==> src/rtl/cpu_bus_pkg.sv <==
// rtl/cpu_bus_pkg.sv - shared CPU bus source indices and mode constants
// Ports: none (package).
package cpu_bus_pkg;

   localparam int R0  = 0;
   localparam int R1  = 1;
   localparam int R2  = 2;
   localparam int R3  = 3;
   localparam int R4  = 4;
   localparam int R5  = 5;
   localparam int R6  = 6;
   localparam int R7  = 7;
   localparam int R8  = 8;
   localparam int R9  = 9;
   localparam int R10 = 10;
   localparam int R11 = 11;
   localparam int R12 = 12;
   localparam int R13 = 13;
   localparam int R14 = 14;
   localparam int R15 = 15;
   localparam int HI     = 16;
   localparam int LO     = 17;
   localparam int ZHIGH  = 18;
   localparam int ZLOW   = 19;
   localparam int PC     = 20;
   localparam int MDR    = 21;
   localparam int INPORT = 22;
   localparam int CSIGN  = 23;

   localparam int N_BUS_SRC = 24;

   localparam int CONFLICT_PRIORITY = 0;
   localparam int CONFLICT_ZERO     = 1;

   localparam int HOLD_ZERO = 0;
   localparam int HOLD_LAST = 1;

endpackage

==> src/rtl/onehot_prio_encoder.sv <==
// rtl/onehot_prio_encoder.sv - lowest-index priority encoder with any/multi detect
// Ports:
//   req   - request vector (expected one-hot or zero)
//   idx   - index of lowest set bit, 0 when none set
//   any   - at least one bit set
//   multi - two or more bits set
module onehot_prio_encoder #(
   parameter int N = 24
) (
   input  logic [N-1:0]          req,
   output logic [$clog2(N)-1:0]  idx,
   output logic                  any,
   output logic                  multi
);

   localparam int IW = $clog2(N);

   // Scan from the top down so the lowest set bit is written last and wins.
   always_comb begin
      idx = '0;
      for (int i = N - 1; i >= 0; i--) begin
         if (req[i]) idx = IW'(i);
      end
   end

   assign any = |req;

   // Clearing the lowest set bit leaves something only if a second bit was set.
   assign multi = |(req & (req - N'(1)));

endmodule

==> src/rtl/shared_bus_mux.sv <==
// rtl/shared_bus_mux.sv - one-hot CPU bus multiplexer with hold, conflict resolution and error tracking
// Ports:
//   clock, reset_n   - rising-edge clock, asynchronous active-low reset
//   src_data         - packed sources, source i at [i*WIDTH +: WIDTH]
//   src_out          - per-source drive enables
//   err_clr          - synchronous clear of conflict_sticky / conflict_count
//   bus_out          - bus value (registered when OUT_REG=1, else combinational)
//   bus_valid        - some source enabled (registered)
//   bus_src          - encoded selected source, 0 when none or zeroed conflict (registered)
//   conflict         - more than one enable asserted (registered)
//   conflict_sticky  - set by any conflict until err_clr
//   conflict_count   - saturating count of conflict cycles
module shared_bus_mux
   import cpu_bus_pkg::*;
#(
   parameter  int N_SRC         = 24,
   parameter  int WIDTH         = 32,
   parameter  int OUT_REG       = 1,
   parameter  int HOLD_MODE     = 0,
   parameter  int CONFLICT_MODE = 0,
   parameter  int CNT_W         = 8,
   localparam int SRC_W         = $clog2(N_SRC)
) (
   input  logic                    clock,
   input  logic                    reset_n,
   input  logic [N_SRC*WIDTH-1:0]  src_data,
   input  logic [N_SRC-1:0]        src_out,
   input  logic                    err_clr,
   output logic [WIDTH-1:0]        bus_out,
   output logic                    bus_valid,
   output logic [SRC_W-1:0]        bus_src,
   output logic                    conflict,
   output logic                    conflict_sticky,
   output logic [CNT_W-1:0]        conflict_count
);

   logic [SRC_W-1:0] sel;
   logic             any;
   logic             multi;

   onehot_prio_encoder #(.N(N_SRC)) u_enc (
      .req   (src_out),
      .idx   (sel),
      .any   (any),
      .multi (multi)
   );

   logic [WIDTH-1:0] src_arr [N_SRC];

   for (genvar g = 0; g < N_SRC; g++) begin : g_unpack
      assign src_arr[g] = src_data[g*WIDTH +: WIDTH];
   end

   logic [WIDTH-1:0] hold_q;
   logic [WIDTH-1:0] d_next;
   logic [SRC_W-1:0] src_next;
   logic             zero_on_conflict;

   assign zero_on_conflict = multi && (CONFLICT_MODE == CONFLICT_ZERO);

   // A zeroed conflict also reports source 0, so the debug tap never names a
   // source that did not actually reach the bus.
   always_comb begin
      d_next   = '0;
      src_next = '0;
      if (!any) begin
         d_next = (HOLD_MODE == HOLD_LAST) ? hold_q : '0;
      end else if (!zero_on_conflict) begin
         d_next   = src_arr[sel];
         src_next = sel;
      end
   end

   always_ff @(posedge clock or negedge reset_n) begin
      if (!reset_n) begin
         hold_q <= '0;
      end else if (any) begin
         hold_q <= d_next;
      end
   end

   always_ff @(posedge clock or negedge reset_n) begin
      if (!reset_n) begin
         bus_valid <= 1'b0;
         bus_src   <= '0;
         conflict  <= 1'b0;
      end else begin
         bus_valid <= any;
         bus_src   <= src_next;
         conflict  <= multi;
      end
   end

   // Clear takes effect first, so a conflict in the clearing cycle is still
   // recorded as the first event of the new window.
   always_ff @(posedge clock or negedge reset_n) begin
      if (!reset_n) begin
         conflict_sticky <= 1'b0;
         conflict_count  <= '0;
      end else if (err_clr) begin
         conflict_sticky <= multi;
         conflict_count  <= multi ? CNT_W'(1) : '0;
      end else if (multi) begin
         conflict_sticky <= 1'b1;
         if (conflict_count != '1) conflict_count <= conflict_count + CNT_W'(1);
      end
   end

   if (OUT_REG != 0) begin : g_out_reg
      logic [WIDTH-1:0] bus_q;
      always_ff @(posedge clock or negedge reset_n) begin
         if (!reset_n) bus_q <= '0;
         else          bus_q <= d_next;
      end
      assign bus_out = bus_q;
   end else begin : g_out_comb
      assign bus_out = d_next;
   end

endmodule

==> config.mk <==
export PLATFORM = sky130hd
export DESIGN_NAME = shared_bus_mux
export DESIGN_NICKNAME = d
export VERILOG_FILES = /design/src/rtl/cpu_bus_pkg.sv /design/src/rtl/onehot_prio_encoder.sv /design/src/rtl/shared_bus_mux.sv
export SDC_FILE = /design/constraint.sdc
export NUM_CORES = 1
export LEC_CHECK = 0
export BUFFER_PORTS_ARGS = -buffer_cell sky130_fd_sc_hd__buf_2
export CORE_AREA = 4 4 323 325
export DETAILED_ROUTE_END_ITERATION = 8
export DIE_AREA = 0 0 327 329
export PLACE_DENSITY_LB_ADDON = 0.3
export SYNTH_ARGS = -nofsm -noshare
export SYNTH_HDL_FRONTEND = slang
export SYNTH_HIERARCHICAL = 1
export SYNTH_SLANG_ARGS = --single-unit
export TNS_END_PERCENT = 50
==> constraint.sdc <==
create_clock -name clock -period 1.6 [get_ports clock]
set_input_delay 0.32 -clock clock [delete_from_list [all_inputs] [get_ports clock]]
set_output_delay 0.32 -clock clock [all_outputs]
set_load 0.02 [all_outputs]
==> results of run 1 <==
[metrics by stage]
stage / cell area, sq um / setup TNS [ns]
after floorplan: 8770 / -36.18
after global placement: 16300 / -74.15
after detailed placement: 16300 / -73.57
after CTS: 18600 / -42.10
after global routing: 19700 / -43.56
final: 19700 / -40.48
[power by group]
part | internal (W) | leakage [nW] | switching, W | total [W]
registers | 0.00133 | 0.578 | 0.0000729 | 0.00141
clock network | 0.000754 | 0.0805 | 0.000797 | 0.00155
logic | 0.00245 | 7.68 | 0.00243 | 0.00488
[cell type report]
cell class / instances / area [sq um]
inverters: 12 / 55.1
flip-flops and latches: 48 / 1200
clock buffers: 5 / 125
repair buffers: 1170 / 8230
clock inverters: 3 / 46.3
well taps: 1368 / 1710
multi-input cells: 857 / 8280
fillers: 11500 / 81800
diodes: 11 / 27.5
[flip-flops by register name (all words and copies together), names as in the netlist]
register	count
bus_valid	1
bus_src	5
conflict_count	8
bus_out	32
conflict_sticky	1
conflict	1
[routing by layer]
layer  global-route usage [%]  vias up  wire [um]
met5                        0        -        151
met4                     4.05       24       2230
met3                     3.15      121       6340
met2                     29.9      684      48500
met1                     20.2     6639      39400
li1                         -     6209          -
[kinds of logic after synthesis]
group           Yosys count  share of synthesized area [%]
buf+inv                 115                           7.20
mux                     340                           41.1
flops                    48                           13.8
compound gates          278                           23.1
fa+ha+maj                 3                          0.388
simple gates            233                           14.2
xor+xnor                  2                          0.201
[path summary, 6_finish.rpt]
path	start	endpoint	slack, ns	depth (start not counted)
max in group asynchronous	reset_n	bus_out[13]	0.76	3
worst min register to register	conflict_sticky	conflict_sticky	0.52	2
min in group asynchronous	reset_n	conflict_sticky	0.49	3
worst max-delay path	src_out[8]	bus_out[9]	-1.06	11
worst max register to register	conflict_count[0]	conflict_count[0]	0.10	6
worst min-delay path	err_clr	conflict_count[7]	0.29	2
[cells in the mapped netlist, types with 3 or more instances]
cell type,count,area [sq um]
inv_1,12,45.0
nand3b_1,29,218
o31ai_1,3,22.5
a22oi_1,59,443
nor3_1,6,30.0
mux2_2,60,676
nand2b_1,4,25.0
a21oi_1,72,360
a22o_1,3,26.3
clkbuf_1,25,93.8
a211o_1,4,35.0
a221oi_1,33,289
mux4_2,7,158
a31oi_1,4,25.0
a211oi_1,14,105
buf_6,6,67.6
or3_1,6,37.5
buf_4,23,173
buf_1,6,22.5
o21ai_0,11,55.1
dfrtp_1,48,1200
nor2_1,20,75.1
nand2_1,65,244
nor2b_1,14,87.6
nand3_1,65,325
mux2i_1,272,2720
and2_1,7,43.8
buf_2,42,210
o221ai_1,61,534
[worst max-delay path, delay by kind of cell]
| kind | cells | cell delay (ns) |
|---|---|---|
| buffers and inverters | 4 | 0.49 |
| AND/OR/NAND/NOR | 1 | 0.39 |
| multiplexers | 1 | 0.49 |
| AO/OA/AOI/OAI | 5 | 1.21 |
[timing repair]
| action | CTS | global route |
|---|---|---|
| hold buffers | 1 | 0 |
| hold endpoints to repair | 48 | 0 |
| gates resized for setup | 230 | 138 |
| gates cloned | 15 | 4 |
| endpoints found under the setup margin | 48 | 48 |
| pin swaps | 63 | 74 |
| buffers inserted | 53 | 41 |
==> metrics.md, run 1 <==
| Metric | Value |
|---|---|
| I/O Buffers | 842 |
| Util after Layout | 19.4% |
| Final Cycle Share | 166% |
| Asr flop ratio synth | 100% |
| Post-Place Setup Slack | -1.86 ns |
| Worst-path clk slew | 0.10 ns |
| Syn. warnings | 6 |
| GRT Util Overall | 16.6% |
| Die width | 327 um |
| Startpoint Class | input port |
| Top Ports | 843 |
| Clock Skew | 0.00112 ns |
| Fin. Hold Viols | 0 |
| Crit-path max FO | 5 |
| Root Buffer | clkbuf_16 |
| Cells after DPL | 3351 |
| Vias in the first global route | 14100 |
| Synth Instances | 1019 |
| Fraction of layout cells with a size suffix above 1 | 69.0% |
| Worst VDD drop | 0.000382 V |
| Grt ovf | 0 |
| Starting DRT DRC Count | 636 |
| Post-route ant nets | 0 |
| Synthesized cell area | 8710 sq um |
| H-tree depth | 2 |
| Area growth from synthesis to layout | 126% |
| Post-DP HPWL | 76400 um |
| Max cap viols | 0 |
| Most common library cell in the layout ignoring fill and taps | buf_2 |
| Worst Tran Pin Value | 0.594 ns |
| Number of synthesized register bits | 48 |
| Largest net degree at the start of global routing | 49 |
| Slowest cell delay on critical path | 0.49 ns |
| Clk Latency, worst-skew pair | 0.35 ns |
| Core ar. | 101000 sq um |
| CP max-delay cell | mux4_2 |
| CTS tree | yes |
| RSZ-0062 raised after global routing | true |
| Die area | 108000 sq um |
| Failing checks | setup timing |
| Minimum clock period | 2.66 ns |
| Max Slew Vio Count | 0 |
| LEAKAGE | 8.33 nW |
| Post-synth EDFFs | 0 |
| First-pass GRT wire length | 121000 um |
| Post-route setup slack | -1.06 ns |
| GP Congestion | 0.855 |
| Syn Area/Cell | 8.55 sq um |
| Netlist cell types | 60 |
| Total chip power | 0.00784 W |
| Critical path type | input port to flop |
| CP arrival | 2.90 ns |
| Status | complete, but fails checks |
| Critical-path cell list | buf_6 > or3_4 > a211oi_4 > o41ai_4 > a221oi_4 > buf_6 > buf_8 > buf_12 > mux4_2 > a22o_1 > a211o_1 |
| Routed len/inst | 27.8 um |
| Number of CTS-inserted buffers | 5 |
| Starting density of the core | 8.59% |
| Worst hold-check path type | input port to flop |
| Top FF cell, synth | dfrtp_1 |
| DRC | 0 |
| Syn Nets | 1815 |
| Final setup viols | 48 |
| Rel. slew slack | 59.9% |
| Fmax | 0.376 GHz |
| Longest Clk Path Bufs | 2 |
| CTS sink count | 48 |
| Initial antenna violation count | 50 |
| DR vias/cell | 3.94 |
| Post-Route WL | 96700 um |
| Worst Path Required | 1.85 ns |
| Power Density | 398 nW/um^2 |
| First-pass iteration count of the detailed router | 5 |
| Final hold slack | 0.286 ns |
| Most frequent cells in the layout | buf_2, mux2i_1, buf_4 |
| Crit end category | flop |
| Cell row count | 117 |
| Fin nets | 2890 |
| Seq/Total Area, Yosys | 13.8% |
| Most frequent CP cell | buf_6 |
| Finished Layout Cells | 3474 |
| Die height | 329 um |
| Via count | 13700 |
No activity file was read; power rests on OpenSTA's default activity.
==> run 2, diff against run 1 <==
==> constraint.sdc (replaced) <==
create_clock -name clock -period 1.6 [get_ports clock]
set_input_delay 0.08 -clock clock [delete_from_list [all_inputs] [get_ports clock]]
set_output_delay 0.08 -clock clock [all_outputs]
set_load 0.02 [all_outputs]
==> run 2 against run 1 <==
Net effect: the flow still finishes with violations (setup timing); die area unchanged; fmax is 13% higher; sequential power is essentially flat; sequential share of layout area is 0.077 points lower; cell area up 1.3%; core utilization rose by 0.25 points; clock skew rose by 0.016 ns.
==> metrics.md, run 2 (synthesized netlist as in run 1, its figures left out) <==
| Metric | Value |
|---|---|
| Top Ports | 843 |
| Minimum clock period | 2.35 ns |
| Post-DP HPWL | 76900 um |
| Register area | 1200 sq um |
| First-pass GRT wire length | 118000 um |
| Critical path type | input port to flop |
| H-tree depth | 2 |
| Cell row count | 117 |
| GRT Util Overall | 16.0% |
| Vias in the first global route | 14400 |
| Multi-input logic area | 8210 sq um |
| DR vias/cell | 3.86 |
| Failing checks | setup timing |
| Initial antenna violation count | 59 |
| Post-route setup slack | -0.746 ns |
| Starting density of the core | 8.59% |
| Slowest cell delay on critical path | 0.50 ns |
| Reg power frac | 17.4% |
| Fraction of layout cells with a size suffix above 1 | 69.7% |
| Worst Tran Pin Value | 0.585 ns |
| Grt ovf | 0 |
| Routed len/inst | 26.5 um |
| I/O Buffers | 842 |
| Core ar. | 101000 sq um |
| CP max-delay cell | mux4_2 |
| Die area | 108000 sq um |
| Worst hold-check path type | input port to flop |
| CTS tree | yes |
| Post-Place Setup Slack | -1.54 ns |
| Die height | 329 um |
| Final setup viols | 45 |
| RSZ-0062 raised after global routing | true |
| Starting DRT DRC Count | 668 |
| Longest Clk Path Bufs | 2 |
| Largest net degree at the start of global routing | 23 |
| Most frequent CP cell | buf_6 |
| Sw Ratio | 40.6% |
| GP Congestion | 0.884 |
| CP Buf/Inv Count | 3 |
| DRC | 0 |
| P_int | 0.00474 W |
| Area growth from synthesis to layout | 129% |
| Most frequent cells in the layout | buf_2, mux2i_1, buf_4 |
| Rel. slew slack | 61.0% |
| Crit end category | flop |
| Number of CTS-inserted buffers | 5 |
| Die width | 327 um |
| Post-route ant nets | 0 |
| Crit-path max FO | 7 |
| Final Cycle Share | 147% |
| Via count | 13600 |
| Fmax | 0.426 GHz |
| CTS sink count | 48 |
| CP arrival | 2.59 ns |
| Max cap viols | 0 |
| Most common library cell in the layout ignoring fill and taps | buf_2 |
| # fillers | 11500 |
| Cell family with most CP delay | compound AO/OA/AOI/OAI gates |
| Clk Latency, worst-skew pair | 0.37 ns |
| Placed Area | 16700 sq um |
| Worst-path clk slew | 0.10 ns |
| Startpoint Class | input port |
| Psw | 0.00325 W |
| Critical-path cell list | buf_6 > or3_4 > a211oi_4 > o41ai_2 > a221oi_4 > buf_12 > buf_6 > mux4_2 > a22o_1 > a211o_1 |
| Post-Route WL | 93100 um |
| Logic pwr share | 60.8% |
| First-pass iteration count of the detailed router | 5 |
| Fin. Hold Viols | 0 |
| Max Slew Vio Count | 0 |
| Worst VDD drop | 0.000442 V |
| LEAKAGE | 8.51 nW |
| Design area | 19900 sq um |
| Max reg flops | 32 |
| Final hold slack | 0.0953 ns |
| Clock Power Share | 21.7% |
| Power Density | 401 nW/um^2 |
| Status | complete, but fails checks |
| Worst Path Required | 1.85 ns |
| Fin nets | 2930 |
| Clock Skew | 0.0173 ns |
| Root Buffer | clkbuf_16 |
## run 2: cell count changes in the layout (fill, tap and decap cells not counted), sizes merged
cell and change:
buf +42, bufbuf -2, bufinv +1, clkinvlp -1, diode -1, dlygate4sd3 +1, nor2b -1
## run 2: path summary, 6_finish.rpt
kind / cells after the start / end / startpoint / slack, ns
worst max-delay path: 10 / bus_out[27] / src_out[10] / -0.75
worst min-delay path: 5 / bus_out[25] / src_data[537] / 0.1
worst max register to register: 5 / conflict_count[4] / conflict_count[1] / 0.04
worst min register to register: 1 / conflict_count[5] / conflict_count[5] / 0.53
max in group asynchronous: 3 / bus_out[27] / reset_n / 0.62
min in group asynchronous: 2 / bus_out[18] / reset_n / 0.26
## run 2: worst register-to-register path, stage by stage, from the launching register on
cell and delay, ns:
dfrtp_1 0.43, ha_1 0.39, nand3_4 0.14, a211oi_1 0.29, xnor2_1 0.15, nor2_1 0.05
## run 2: final cells by class
type / instances / share of cell area, %
clock inverter: 3 / 0.345
inverter: 12 / 0.264
timing repair buffer: 1211 / 42.8
sequential: 48 / 6.03
tap: 1368 / 8.59
clock buffer: 5 / 0.628
antenna: 10 / 0.126
multi-input combinational: 856 / 41.2
## run 2: per-layer routing
layer	global-route usage, %	vias to the layer above	part of all wire, %
met2	28.2	693	49
met3	3.70	147	6.7
met5	0	-	0.16
met1	19.7	6415	42
li1	-	6292	-
met4	4.10	24	2.8
## run 2: repair_timing
item                                   CTS  global route
buffers inserted                        50            46
endpoints found under the hold margin   26             0
gates cloned                            11             4
hold buffers                             2             0
resized for setup                      221           156
setup endpoints to repair               46            46
pin swaps                               66            74
## run 2: metrics by stage
step                      setup TNS (ns)  total power (W)  std cells  util (%)
after global placement            -58.05          0.00553       3392      16.5
after floorplan                   -24.83          0.00292       1019         -
after CTS                         -26.62          0.00790       3460      18.5
after global routing              -27.95          0.00849       3506      19.6
after detailed placement          -55.31          0.00552       3392      16.5
final                             -25.74          0.00799       3513      19.6
## run 2: power groups by stage
stage          Sequential (W)  Clock (W)  Combinational, W
4_1_cts               0.00139    0.00190           0.00462
3_3_place_gp          0.00141          0           0.00411
6_report              0.00139    0.00174           0.00486
5_1_grt               0.00140    0.00189           0.00519
3_5_place_dp          0.00141          0           0.00411
2_1_floorplan         0.00156          0           0.00136
